`src/rtl/aes_round_tail_if.sv`:
```
// Valid/ready bus for the AES round tail: SubBytes state + round key in, round result out.
// Byte k of every 128-bit field sits at bits [8k +: 8], k = row + 4*column.
interface aes_round_tail_if;
    logic         in_valid;
    logic         in_ready;
    logic [0:127] in_state;
    logic [0:127] in_key;
    logic         in_last;
    logic         out_valid;
    logic         out_ready;
    logic [0:127] out_state;
    logic         out_last;

    modport master (
        output in_valid, in_state, in_key, in_last, out_ready,
        input  in_ready, out_valid, out_state, out_last
    );

    modport slave (
        input  in_valid, in_state, in_key, in_last, out_ready,
        output in_ready, out_valid, out_state, out_last
    );
endinterface

```
`src/rtl/aes_round_tail.sv`:
```
// Back half of an AES-128 encryption round (ShiftRows, MixColumns, AddRoundKey)
// feeding a small output FIFO so the round controller can stall freely.

module aes_mix_col (
    input  logic [0:31] col_in,
    input  logic        bypass,
    output logic [0:31] col_out
);
    function automatic logic [7:0] xt(input logic [7:0] b);
        return {b[6:0], 1'b0} ^ (b[7] ? 8'h1b : 8'h00);
    endfunction

    logic [7:0] b0, b1, b2, b3;
    logic [7:0] m0, m1, m2, m3;

    assign b0 = col_in[0  +: 8];
    assign b1 = col_in[8  +: 8];
    assign b2 = col_in[16 +: 8];
    assign b3 = col_in[24 +: 8];

    // 3*b is written as xt(b)^b.
    assign m0 = xt(b0) ^ xt(b1) ^ b1 ^ b2 ^ b3;
    assign m1 = b0 ^ xt(b1) ^ xt(b2) ^ b2 ^ b3;
    assign m2 = b0 ^ b1 ^ xt(b2) ^ xt(b3) ^ b3;
    assign m3 = xt(b0) ^ b0 ^ b1 ^ b2 ^ xt(b3);

    assign col_out = bypass ? col_in : {m0, m1, m2, m3};
endmodule

module aes_round_tail #(
    parameter int DEPTH = 2
) (
    input  logic             clk,
    input  logic             rst_n,
    aes_round_tail_if.slave  bus
);
    localparam int PW = (DEPTH > 1) ? $clog2(DEPTH) : 1;
    localparam int CW = $clog2(DEPTH + 1);

    typedef struct packed {
        logic         last;
        logic [0:127] state;
    } entry_t;

    logic [0:127] sr, mc, rk;

    // ShiftRows: row r rotates left by r columns.
    for (genvar c = 0; c < 4; c++) begin : g_sr_col
        for (genvar r = 0; r < 4; r++) begin : g_sr_row
            assign sr[8*(r+4*c) +: 8] = bus.in_state[8*(r+4*((c+r)%4)) +: 8];
        end
    end

    for (genvar c = 0; c < 4; c++) begin : g_mc
        aes_mix_col u_col (
            .col_in (sr[32*c +: 32]),
            .bypass (bus.in_last),
            .col_out(mc[32*c +: 32])
        );
    end

    assign rk = mc ^ bus.in_key;

    entry_t [DEPTH-1:0] mem;
    logic   [PW-1:0]    wr_ptr, rd_ptr;
    logic   [CW-1:0]    count;
    logic               push, pop;

    // in_ready comes from registered count only, so out_ready never reaches it.
    assign bus.in_ready  = (count != CW'(DEPTH));
    assign bus.out_valid = (count != '0);
    assign bus.out_state = mem[rd_ptr].state;
    assign bus.out_last  = mem[rd_ptr].last;

    assign push = bus.in_valid  && bus.in_ready;
    assign pop  = bus.out_valid && bus.out_ready;

    always_ff @(posedge clk or negedge rst_n) begin
        if (!rst_n) begin
            mem    <= '0;
            wr_ptr <= '0;
            rd_ptr <= '0;
            count  <= '0;
        end else begin
            if (push) begin
                mem[wr_ptr].state <= rk;
                mem[wr_ptr].last  <= bus.in_last;
                wr_ptr            <= wr_ptr + PW'(1);
            end
            if (pop)
                rd_ptr <= rd_ptr + PW'(1);
            case ({push, pop})
                2'b10:   count <= count + CW'(1);
                2'b01:   count <= count - CW'(1);
                default: count <= count;
            endcase
        end
    end
endmodule
```
`src/flat_wrapper.sv`:
```
// flat-port wrapper written by rule: the top's interface ports become plain ports
module aes_round_tail_flat 
#(
    parameter int DEPTH = 2
)
  (clk, rst_n, bus_in_valid, bus_in_state, bus_in_key, bus_in_last, bus_out_ready, bus_in_ready, bus_out_valid, bus_out_state, bus_out_last);
  aes_round_tail_if bus_i ();
  input  logic clk;
  input  logic rst_n;
  input wire logic [$bits(bus_i.in_valid)-1:0] bus_in_valid;
  input wire logic [$bits(bus_i.in_state)-1:0] bus_in_state;
  input wire logic [$bits(bus_i.in_key)-1:0] bus_in_key;
  input wire logic [$bits(bus_i.in_last)-1:0] bus_in_last;
  input wire logic [$bits(bus_i.out_ready)-1:0] bus_out_ready;
  output wire logic [$bits(bus_i.in_ready)-1:0] bus_in_ready;
  output wire logic [$bits(bus_i.out_valid)-1:0] bus_out_valid;
  output wire logic [$bits(bus_i.out_state)-1:0] bus_out_state;
  output wire logic [$bits(bus_i.out_last)-1:0] bus_out_last;
  assign bus_i.in_valid = bus_in_valid;
  assign bus_i.in_state = bus_in_state;
  assign bus_i.in_key = bus_in_key;
  assign bus_i.in_last = bus_in_last;
  assign bus_i.out_ready = bus_out_ready;
  assign bus_in_ready = bus_i.in_ready;
  assign bus_out_valid = bus_i.out_valid;
  assign bus_out_state = bus_i.out_state;
  assign bus_out_last = bus_i.out_last;
  aes_round_tail #(.DEPTH(DEPTH)) u_core (.clk(clk), .rst_n(rst_n), .bus(bus_i));
endmodule
```
`config.mk`:
```
export PLATFORM = sky130hd
export DESIGN_NAME = aes_round_tail_flat
export DESIGN_NICKNAME = d
export VERILOG_FILES = /design/src/rtl/aes_round_tail_if.sv /design/src/rtl/aes_round_tail.sv /design/src/flat_wrapper.sv
export SDC_FILE = /design/constraint.sdc
export NUM_CORES = 1
export LEC_CHECK = 0
export CAP_MARGIN = 20
export CORE_UTILIZATION = 25
export CTS_CLUSTER_DIAMETER = 30
export DETAILED_ROUTE_END_ITERATION = 10
export MAX_ROUTING_LAYER = met4
export PLACE_DENSITY = 0.51
export RECOVER_POWER = 50
export SLEW_MARGIN = 20
export SYNTH_ARGS = -nofsm -noshare
export SYNTH_HDL_FRONTEND = slang
export SYNTH_SLANG_ARGS = --single-unit
```
`constraint.sdc`:
```
create_clock -name clk -period 2.6 [get_ports clk]
set_clock_uncertainty 0.15 [all_clocks]
set_input_delay 0.52 -clock clk [delete_from_list [all_inputs] [get_ports clk]]
set_output_delay 0.52 -clock clk [all_outputs]
set_load 0.05 [all_outputs]
```
==> results list, run 1 <==
- Final Setup Violations: between 100 and 150
* Largest net degree at the start of global routing: 67
- The floorplan step defined a die boundary enclosing 76200 sq um.
- After detailed routing, the average wire length per cell comes to just over 20 microns.
- Last weighted congestion value of the routability-driven placer: roughly 0.85
- After the first detailed-routing iteration, the DRC count stood at ~500.
- Data on the critical path is required at its endpoint by around 1900 ps.
* Yosys warning count: 0
* Tmin final: around 2700 ps
* Final worst-path cycle share: 1.03
- Number of nets in the layout: approximately 2400
- Unrepaired setup endpoints after global routing: yes
* Max transition margin: 0.0214
* Final Hold Violating Endpoints: 0
* Gr usage total: 0.168
* Die width: 276 microns
- Startpoint types: flip-flop
* Average via count per standard cell: 4.30
* Clock Sink Count: around 260
* Post-placement cell count: 3033
- The core region is roughly 74000 sq um.
- The clock passes through at most 3 buffers.
- For the pin with the worst max-slew slack, the measured transition is roughly 1500 ps.
* Proportion of synthesized chip area in sequential cells: 0.349
- Post-Route WL: 65500 microns
- Instance area after placement: about 26000 sq um
- After synthesis the cells add up to approximately 19000 sq um.
- After clock tree synthesis, the clock-pin slew on the worst setup and hold paths is 40 ps.
- Once detail routing completed, the nets flagged for antenna violations numbered 0.
- H-Tree Level Count: 3
* Post-Synthesis Mean Instance Area: 12.8 sq um
- Detailed-routing iteration count for the pre-antenna-repair pass: 5
- Peak supply drop: ~0.8 mV
* Wire length of the first global-routing pass: 92600 microns
- Measured along the y axis, the die boundary spans between 200 and 300 microns.
* Total number of vias: 13800
- Root buf cell: sky130_fd_sc_hd__clkbuf_16
- Area Growth Syn to Fin: 58.9%
- The path class of the tightest hold or removal check is reg -> reg.
- The tool flagged a number of max-cap violations equal to 0.
- After layout, the worst setup slack is -89.9 ps.
- The worst setup path is captured at an output port.
- TritonCTS built the clock tree.
* Max Transition Viols Final: 0
- Leak pwr: approximately 0.014 uW
- Post-DP HPWL: about 47000 microns
* GRT Residual Overflow: 0
- Standard-cell row count: 100
* Ports placed on the boundary: around 400
- The setup path with the least slack is of type reg -> out.
- Across all hold checks on the routed design, the worst slack comes to between 300 and 400 ps.
- Arrival time of data at the critical path endpoint: between 2000 and 2500 ps
- With fillers left out, the area of the finished cells amounts to a little under 30000 sq um.
- Total CTS buffers: between 80 and 90
* DRC viols: 0
* Flip-flop and latch count after synthesis: between 200 and 300
* Initial core utilization: 0.252
- Highest clock rate: around 370 MHz
- In this run the worst path has a maximum fanout of 7.
- In this run, distinct cell masters in the synthesized netlist total 33.
- The cell count after synthesis came out at ~1500.
* Final non-filler cell total: 3215
* Result of the run: finished with violations
- Share of layout cells above drive strength 1: 0.441
* Syn_nets: 1728
* Port Buffers: ~390
* Violated checks: negative setup slack
* Worst-Skew Late Latency: around 600 ps
* Number of global-route vias before repair: about 15000
* Worst setup slack after placement: -528 ps
* Initial antenna violation count: 10
* Cell Pwr Density: roughly 1300 nW/um^2
state kept, by name, summed over array words and instances, names as in the netlist:
name and count:
u_core.mem 258, u_core.count 2, u_core.rd_ptr 1, u_core.wr_ptr 1
cell usage after synthesis:
cell / number / area (sq um)
sky130_fd_sc_hd__clkbuf_2: 4 / 20.0
sky130_fd_sc_hd__nand2b_1: 1 / 6.26
sky130_fd_sc_hd__nand2_1: 124 / 465
sky130_fd_sc_hd__xnor3_1: 134 / 3020
sky130_fd_sc_hd__buf_1: 5 / 18.8
sky130_fd_sc_hd__nand4_1: 1 / 6.26
sky130_fd_sc_hd__nand3_1: 3 / 15.0
sky130_fd_sc_hd__o21ai_0: 114 / 571
sky130_fd_sc_hd__or2_2: 1 / 6.26
sky130_fd_sc_hd__xor2_4: 1 / 27.5
sky130_fd_sc_hd__mux2i_1: 23 / 230
sky130_fd_sc_hd__xor2_1: 188 / 1650
sky130_fd_sc_hd__and3_1: 1 / 6.26
sky130_fd_sc_hd__buf_4: 6 / 45.0
sky130_fd_sc_hd__inv_2: 1 / 3.75
sky130_fd_sc_hd__nand3b_1: 1 / 7.51
sky130_fd_sc_hd__a211o_1: 1 / 8.76
sky130_fd_sc_hd__or4_1: 1 / 7.51
sky130_fd_sc_hd__ha_1: 1 / 12.5
sky130_fd_sc_hd__inv_1: 1 / 3.75
sky130_fd_sc_hd__nor3_1: 4 / 20.0
sky130_fd_sc_hd__xnor2_1: 84 / 736
sky130_fd_sc_hd__a21oi_1: 2 / 10.0
sky130_fd_sc_hd__buf_2: 38 / 190
sky130_fd_sc_hd__xor2_2: 3 / 48.8
sky130_fd_sc_hd__and2_1: 1 / 6.26
sky130_fd_sc_hd__dfrtp_1: 262 / 6560
sky130_fd_sc_hd__xor3_1: 27 / 642
sky130_fd_sc_hd__clkbuf_1: 54 / 203
sky130_fd_sc_hd__xnor2_2: 1 / 16.3
sky130_fd_sc_hd__nor2_1: 2 / 7.51
sky130_fd_sc_hd__o21ai_1: 5 / 25.0
sky130_fd_sc_hd__mux2_2: 371 / 4180
final cells by class:
class | count | area [sq um]
Fill cell | 7119 | 44500
Multi-Input combinational cell | 1095 | 12000
Timing Repair Buffer | 729 | 7280
Sequential cell | 262 | 6560
Clock buffer | 109 | 2320
Tap cell | 969 | 1210
Clock inverter | 39 | 448
Antenna cell | 10 | 25.0
Inverter | 2 | 7.51
worst max-delay path: stages, from the launching register on:
cell,delay (ps)
sky130_fd_sc_hd__dfrtp_4,530
sky130_fd_sc_hd__buf_12,170
sky130_fd_sc_hd__clkbuf_16,190
sky130_fd_sc_hd__mux2_4,340
sky130_fd_sc_hd__buf_6,160
layout by cell type (no fill, tap or decap), types with 2 or more instances in the layout:
cell type                         count
sky130_fd_sc_hd__a21oi_1              2
sky130_fd_sc_hd__buf_12              31
sky130_fd_sc_hd__buf_16               4
sky130_fd_sc_hd__buf_4              307
sky130_fd_sc_hd__buf_6               85
sky130_fd_sc_hd__buf_8               31
sky130_fd_sc_hd__bufinv_16            6
sky130_fd_sc_hd__clkbuf_1            10
sky130_fd_sc_hd__clkbuf_16           90
sky130_fd_sc_hd__clkbuf_2             2
sky130_fd_sc_hd__clkbuf_8            17
sky130_fd_sc_hd__clkdlybuf4s50_1    258
sky130_fd_sc_hd__clkinv_16            2
sky130_fd_sc_hd__clkinv_2            25
sky130_fd_sc_hd__clkinv_4             2
sky130_fd_sc_hd__dfrtp_1            261
sky130_fd_sc_hd__diode_2             10
sky130_fd_sc_hd__dlygate4sd2_1        2
sky130_fd_sc_hd__inv_16               2
sky130_fd_sc_hd__mux2_2             313
sky130_fd_sc_hd__mux2_4              58
sky130_fd_sc_hd__mux2i_1             23
sky130_fd_sc_hd__nand2_1            124
sky130_fd_sc_hd__nand3_1              3
sky130_fd_sc_hd__nor3_1               4
sky130_fd_sc_hd__o21ai_0            114
sky130_fd_sc_hd__o21ai_1              5
sky130_fd_sc_hd__xnor2_1             84
sky130_fd_sc_hd__xnor3_1            134
sky130_fd_sc_hd__xor2_1             188
sky130_fd_sc_hd__xor2_2               3
sky130_fd_sc_hd__xor3_1              27
routing by layer:
| metal | GRT usage | up-vias | share of wire |
|---|---|---|---|
| met5 | - | - | 0 |
| met4 | 0.0505 | 0 | 0.019 |
| met3 | 0.0441 | 86 | 0.060 |
| met2 | 0.275 | 344 | 0.49 |
| met1 | 0.201 | 6854 | 0.43 |
| li1 | - | 6552 | - |
final timing paths:
path                                       from  cells after the start  slack (ps)            endpoint
worst max-delay path              u_core.rd_ptr                      4         -90  bus_out_state[100]
worst min-delay path             u_core.mem[58]                      2         330      u_core.mem[58]
worst max register to register  u_core.count[0]                      6         520      u_core.mem[70]
worst min register to register   u_core.mem[58]                      2         330      u_core.mem[58]
max in group asynchronous                 rst_n                      3         350      u_core.mem[15]
min in group asynchronous                 rst_n                      2         660      u_core.mem[77]
power by group:
| part | switching (uW) | total, uW | leakage (uW) | internal, uW |
|---|---|---|---|---|
| Sequential | 1060 | 7280 | 0.00310 | 6230 |
| Clock | 2920 | 9740 | 0.00139 | 6820 |
| Combinational | 11500 | 21900 | 0.00951 | 10400 |
repair_timing:
item	4_1_cts	5_1_grt
endpoints found under the hold margin	44	0
endpoints found under the setup margin	131	129
buffers inserted	2	6
gates cloned	2	14
gates resized for setup	22	197
hold buffers	1	0
metrics by stage:
stage	setup TNS, ps	total power (uW)	utilization
3_5_place_dp	-42420	26400	0.347
4_1_cts	-15490	36700	0.387
5_1_grt	-11710	40900	0.401
2_1_floorplan	0	19900	-
3_3_place_gp	-38530	26000	0.347
6_report	-3660	39000	0.401
cell families after synthesis:
| family | Yosys count | share of synthesized area |
|---|---|---|
| AOI/OAI and AO/OA | 122 | 0.0327 |
| xor gates and xnor gates | 438 | 0.327 |
| adders and majority gates | 1 | 0.000667 |
| buffers and inverters | 109 | 0.0258 |
| DFF | 262 | 0.349 |
| muxes | 394 | 0.235 |
| and+or+nand+nor | 140 | 0.0295 |
Note: power is estimated with default switching activity, not from simulation.
==> run 2: changes to the inputs <==
--- a/config.mk
+++ b/config.mk
@@ -7,11 +7,10 @@
 export LEC_CHECK = 0
 export CAP_MARGIN = 20
 export CORE_UTILIZATION = 25
-export CTS_CLUSTER_DIAMETER = 30
 export DETAILED_ROUTE_END_ITERATION = 10
 export MAX_ROUTING_LAYER = met4
-export PLACE_DENSITY = 0.51
 export RECOVER_POWER = 50
+export SETUP_SLACK_MARGIN = 0.15
 export SLEW_MARGIN = 20
 export SYNTH_ARGS = -nofsm -noshare
 export SYNTH_HDL_FRONTEND = slang
==> results list, run 2 (synthesis results as in run 1) <==
* DRC viols: 0 (unchanged)
- Worst-case clock buffer depth: 3 (unchanged)
- Number of global-route vias before repair: 15000 (-2.2%)
- The run finished, with violations left.
- The CTS clock-pin slew for the worst setup and hold paths was 60 ps (+20 ps).
* Worst-Skew Late Latency: 540 ps (-60 ps)
* Fillcell total: 7206 (+1.2%)
- Leaving out fill and tap cells, the most frequent cell in the layout is sky130_fd_sc_hd__mux2_2.
* Total CTS buffers: 36 (-56%)
* Top fanout value on the critical path: 10 (+3)
* Area occupied by registers: 6560 sq um (unchanged)
* Post-route setup TNS: -60.8 ps (+3600 ps)
- 1st-iter DRT viols: 484 (-2.4%)
- The critical path goes through buf_6, buf_6, buf_12, mux2_4, buf_8.
- Total number of vias: 13600 (-2.0%)
- Counting flops per register, the top entry is u_core.mem.
* Arrival time of data at the critical path endpoint: 1950 ps (-70 ps)
* TritonCTS clock tree: done
* H-Tree Level Count: 2 (-1)
- Ports placed on the boundary: 392 (unchanged)
* Number of nets in the layout: 2384 (-2.1%)
* DRT antenna net count: 0 (unchanged)
- The smallest setup slack after layout was -19.2 ps (+70.6 ps).
- Cell Pwr Density: 1200 nW/um^2 (-8.2%)
- The highest attainable clock frequency came to 382 MHz (+2.7%).
- The overall power consumption came to 33700 uW (-14%).
- Final Hold Violating Endpoints: 0 (unchanged)
- The half-perimeter wire length after placement came to 46600 microns (-1.7%).
* Max reg flops: 258 (unchanged)
* Critical path's slowest cell: sky130_fd_sc_hd__dfrtp_4
- Worst Hold Margin: 324 ps (-3.85 ps)
* Share of layout cells above drive strength 1: 0.421 (-0.0200)
- The area enclosed by the die boundary was 76200 sq um (unchanged).
- The biggest cell delay along the critical path is 520 ps (about the same).
* Floorplan Core Area: 74300 sq um (unchanged)
* Post-Route WL: 62700 microns (-4.3%)
- The top cell types in the final layout, fill and taps aside, are sky130_fd_sc_hd__mux2_2 (332), sky130_fd_sc_hd__buf_4 (323), sky130_fd_sc_hd__dfrtp_1 (261), sky130_fd_sc_hd__clkdlybuf4s50_1 (257), sky130_fd_sc_hd__xor2_1 (186).
- Last weighted congestion value of the routability-driven placer: 0.903 (+6.9%)
* Clock Sink Count: 262 (unchanged)
- Wire length of the first global-routing pass: 89900 microns (-3.0%)
* Largest net degree at the start of global routing: 112 (+67%)
* Buffers & Inverters on Critical Path: 4 (+1)
* Type of the most critical hold path: reg -> reg
* Final Setup Violations: 11 (-89%)
- The initial antenna violation count came to 11 (+1).
- Die width: 276 microns (unchanged)
- The count of standard-cell rows was 100 (unchanged).
- The number of vias per cell came to 4.34 (+0.85%).
* Port Buffers: 391 (unchanged)
- Peak supply drop: 1.28 mV (+59%)
* Registers with the most flip-flops: u_core.mem x258, u_core.count x2
* Area Growth Syn to Fin: 49.4%
- In this design, the largest share of critical-path delay is due to buffers and inverters.
- The leakage power total came to 0.0131 uW (-6.6%).
- Critical path capture point type: output port
- Max transition margin: -0.238 (-0.260)
- Max Transition Viols Final: 52 (+52)
- The detailed-routing iteration count for the pre-antenna-repair pass came to 6 (+1).
- Violated checks: max-capacitance violations, max-slew violations, negative setup slack
* Final routed wire length divided by cell count: 20.1 microns (-1.5%)
* Slew at the pin closest to its max-slew limit: 1860 ps (+390 ps)
* Initial core utilization: 0.252 (unchanged)
- The overall overflow remaining after global route came to 0 (unchanged).
* Final worst-path cycle share: 1.01 (-0.0272)
- Dominant cell type by count on the critical path: sky130_fd_sc_hd__buf_6
- The area taken by multi-input logic gates was 11900 sq um (-0.47%).
- Root buf cell: sky130_fd_sc_hd__clkbuf_16
- Worst setup slack after placement: -433 ps (+95.1 ps)
* Gr usage total: 0.162 (-0.00555)
- Start-to-end type of the worst setup path: reg -> out
- Die boundary height: 276 microns (unchanged)
- The required time of the critical path came to 1930 ps (about the same).
- Unrepaired setup endpoints after global routing: yes
- The worst setup path is launched from a flip-flop.
* Tmin final: 2620 ps (-70.6 ps)
- Max-capacitance violation count: 1 (+1)
## run 2: changes by cell type in the layout (fill, tap and decap cells not counted), sizes merged, moves of 2 or more
cell / before / now
buf: 458 / 454
bufinv: 6 / 4
clkbuf: 119 / 59
clkinv: 30 / 6
clkinvlp: 0 / 3
inv: 5 / 2
## run 2: cell type report
| class | count | area share |
|---|---|---|
| clock buffer | 48 | 0.0374 |
| multi-input combinational | 1095 | 0.424 |
| inverter | 2 | 0.000268 |
| timing repair buffer | 725 | 0.253 |
| tap | 969 | 0.0432 |
| sequential | 262 | 0.234 |
| clock inverter | 13 | 0.00669 |
| antenna | 10 | 0.000893 |
## run 2: what timing repair did
| action | 4_1_cts | 5_1_grt |
|---|---|---|
| setup buffers | 3 | 1 |
| pin swaps | 0 | 0 |
| resized for setup | 72 | 111 |
| endpoints found under the setup margin | 130 | 147 |
| hold buffers | 1 | 0 |
| hold endpoints to repair | 45 | 0 |
| gates cloned | 2 | 10 |
## run 2: final timing paths
check / startpoint / endpoint / slack (ps) / cells after the start
worst max-delay path: u_core.rd_ptr / bus_out_state[17] / -20 / 5
worst max register to register: u_core.count[0] / u_core.mem[107] / 450 / 6
min in group asynchronous: rst_n / u_core.mem[171] / 910 / 2
max in group asynchronous: rst_n / u_core.mem[22] / 210 / 3
worst min register to register: u_core.mem[164] / u_core.mem[164] / 320 / 2
worst min-delay path: u_core.mem[164] / u_core.mem[164] / 320 / 2
## run 2: worst reg2reg max path: stages (launching register included)
cell                       delay (ps)
sky130_fd_sc_hd__dfrtp_1          420
sky130_fd_sc_hd__nand2b_1         250
sky130_fd_sc_hd__nand3b_1         120
sky130_fd_sc_hd__clkbuf_1         700
sky130_fd_sc_hd__nor3_1           120
sky130_fd_sc_hd__a21oi_1          160
sky130_fd_sc_hd__nand3_1           90
## run 2: metal layers
metal  vias to the layer above  wire [microns]  track usage
met5                         -               0            -
met3                        71            3470       0.0342
met4                         0            1420       0.0445
met2                       327           31500        0.277
met1                      6777           26400        0.192
li1                       6384               -            -
## run 2: metrics by stage
step	std cells	util	instance area [sq um]
CTS	3103	0.369	27400
global placement	3036	0.347	25800
detailed placement	3036	0.347	25800
floorplan	1466	-	18800
finish	3124	0.377	28000
global route	3124	0.377	28000
## run 2: where the power goes
group	internal [uW]	total [uW]	leakage, uW	switching [uW]
clock network	3220	5190	0.000600	1970
registers	6210	7250	0.00310	1040
logic	9950	21200	0.00938	11300
total	19400	33700	0.0131	14300
==> run 3: changes to the inputs <==
==> constraint.sdc (replaced) <==
create_clock -name clk -period 2.6 [get_ports clk]
set_clock_uncertainty 0.15 [all_clocks]
set_input_delay 0.52 -clock clk [delete_from_list [all_inputs] [get_ports clk]]
set_output_delay 0.52 -clock clk [all_outputs]
set_load 0.005 [all_outputs]
==> results list, run 3 (synthesis results as in run 1) <==
- The flow ran to the end, but the final reports show violations.
- Violated checks: negative setup slack
- Total number of vias: 13700 (+1.0%)
- Final Hold Violating Endpoints: 0 (unchanged)
* Critical path capture point type: output port
- In this run the most critical hold path is launched from u_core.mem[187].
* Clk pin slew, worst setup/hold paths: 50 ps (about the same)
* Max reg flops: 258 (unchanged)
- Unrepaired setup endpoints after global routing: yes
* Startpoint types: flip-flop
* Slew at the pin closest to its max-slew limit: 1180 ps (-680 ps)
- Post-DP HPWL: 46700 microns (+0.37%)
* Max Transition Viols Final: 0 (-100%)
- The overall overflow remaining after global route is 0 (unchanged).
- The maximum number of pins on one net before global-route repair is 112 (unchanged).
* Worst Hold Margin: 332 ps (+7.63 ps)
- The largest vdd supply drop was 0.593 mV (-54%).
- Worst R2R Start: u_core.count[0]
- The total wire length after detailed routing was 63700 microns (+1.5%).
- The number of cell instances on the worst register-to-register path is 6 (unchanged).
- Die boundary height: 276 microns (unchanged)
* Type of the most critical hold path: reg -> reg
* Total CTS buffers: 37 (+2.8%)
- DRC viols: 0 (unchanged)
- Worst-Skew Late Latency: 530 ps (about the same)
- Final worst-path cycle share: 1.04 (+0.0338)
- The count of endpoints failing setup in the final report is 80 (+69).
* TritonCTS clock tree: done
* Share of layout cells above drive strength 1: 0.431 (+0.00968)
- Average via count per standard cell: 4.33 (-0.34%)
- Detailed-routing iteration count for the pre-antenna-repair pass: 5 (-1)
* Wire length of the first global-routing pass: 92600 microns (+3.1%)
- The area enclosed by the die boundary was 76200 sq um (unchanged).
- Floorplan Core Area: 74300 sq um (unchanged)
- Leak pwr: 0.0132 uW (+1.3%)
- Design Area, Final: 28400 sq um (+1.2%)
- Standard-cell row count: 100 (unchanged)
* Most flop-heavy register: u_core.mem
- The non-filler instance count after layout came to 3166 (+1.3%).
- The register-to-register setup slack is 380 ps (-70 ps).
* Root buf cell: sky130_fd_sc_hd__clkbuf_16
- Required time of the critical path: 1930 ps (about the same)
- Clock Sink Count: 262 (unchanged)
- The I/O pin count came to 392 (unchanged).
* Initial antenna violation count: 12 (+1)
- The highest attainable clock frequency is 369 MHz (-3.2%).
- Final routed wire length divided by cell count: 20.1 microns (+0.18%)
- Number of global-route vias before repair: 15100 (+0.92%)
- Max transition margin: 0.215 (+0.454)
- The routability-driven placement congestion ratio is 0.898 (-0.55%).
- The cell area power density is 1010 nW/um^2 (-16%).
- Initial core utilization: 0.252 (unchanged)
- The cell area after placement came to 26100 sq um (+1.3%).
* Endpoint of the lowest-slack register-to-register path: u_core.mem[236]
- Start-to-end type of the worst setup path: reg -> out
* Arrival time of data at the critical path endpoint: 2040 ps (+90 ps)
- Worst-case clock buffer depth: 3 (unchanged)
- Tmin final: 2710 ps (+87.9 ps)
* Critical Path End: bus_out_state[123]
- The total instance count after detailed placement came to 3032 (-0.13%).
- The die extent in x is 276 microns (unchanged).
- The total of max-cap violations was 0 (-1).
- Number of nets in the layout: 2419 (+1.5%)
- The total negative slack came to -4410 ps (-4350 ps).
* DRT antenna net count: 0 (unchanged)
* Fillcell total: 7208 (+0.028%)
- Top library cells by usage in the layout, fill and taps aside: sky130_fd_sc_hd__mux2_2 (342), sky130_fd_sc_hd__buf_4 (295), sky130_fd_sc_hd__dfrtp_1 (261), sky130_fd_sc_hd__clkdlybuf4s50_1 (259), sky130_fd_sc_hd__xor2_1 (188)
* Gr usage total: 0.168 (+0.00585)
* Final critical-path setup slack: -107 ps (-87.9 ps)
* Port Buffers: 391 (unchanged)
* Registers with the most flip-flops: u_core.mem x258, u_core.count x2
- The area growth from synthesis to layout is 51.3%.
- 1st-iter DRT viols: 495 (+2.3%)
- Tracing the worst setup path back leads to its startpoint at u_core.rd_ptr.
- The biggest fanout along the worst timing path was 7 (-3).
- The library cell used most frequently in the layout, excluding fill and tap cells, is sky130_fd_sc_hd__mux2_2.
- H-Tree Level Count: 2 (unchanged)
run 3: how the worst min path moves through the flow:
stage / endpoint / slack (ps) / cells after the start
4_1_cts: u_core.mem[138] / 280 / 2
6_report: u_core.mem[187] / 330 / 2
2_1_floorplan: u_core.count[0] / 70 / 0
3_5_place_dp: u_core.mem[16] / 300 / 1
5_1_grt: u_core.mem[187] / 360 / 2
3_3_place_gp: u_core.mem[145] / 290 / 1
run 3: timing repair:
action,CTS,global route
resized for setup,625,53
endpoints found under the setup margin,135,136
cloned,10,5
hold buffers,1,0
setup buffers,33,6
endpoints found under the hold margin,32,0
pin swaps,0,1
run 3: layout make-up:
class | instances | area, sq um | share of cell area
flip-flops and latches | 262 | 6560 | 0.231
well taps | 969 | 1210 | 0.0427
inverters | 2 | 7.51 | 0.000264
clock inverters | 16 | 213 | 0.00749
diodes | 12 | 30.0 | 0.00106
repair buffers | 759 | 7400 | 0.261
clock buffers | 51 | 1120 | 0.0395
multi-input cells | 1095 | 11800 | 0.417
run 3: per-stage QoR:
step / utilization / setup WS, ps / power, uW
6_report: 0.382 / -107 / 28600
5_1_grt: 0.382 / -182 / 30300
4_1_cts: 0.379 / -182 / 28500
3_5_place_dp: 0.351 / -503 / 21400
3_3_place_gp: 0.351 / -457 / 20900
2_1_floorplan: - / 327 / 14300
run 3: power by group:
group          switching, uW  total (uW)  internal, uW
Clock                   2040        5470          3430
Sequential              1050        7250          6210
Combinational           5960       15900          9900
Total                   9050       28600         19500
run 3: routing by layer:
metal	vias up	wire, microns	global-route usage	share of wire
met5	-	0	-	0
met1	6836	27000	0.198	0.42
met2	306	31700	0.283	0.50
met3	78	3410	0.0398	0.054
met4	0	1600	0.0480	0.025
li1	6474	-	-	-
run 3: worst max-delay path, cell delays in order (launching register included):
cell and delay, ps:
sky130_fd_sc_hd__dfrtp_4 490, sky130_fd_sc_hd__buf_12 150, sky130_fd_sc_hd__buf_12 140, sky130_fd_sc_hd__buf_16 140, sky130_fd_sc_hd__buf_12 140, sky130_fd_sc_hd__mux2_2 290
sky130_fd_sc_hd__buf_6 140
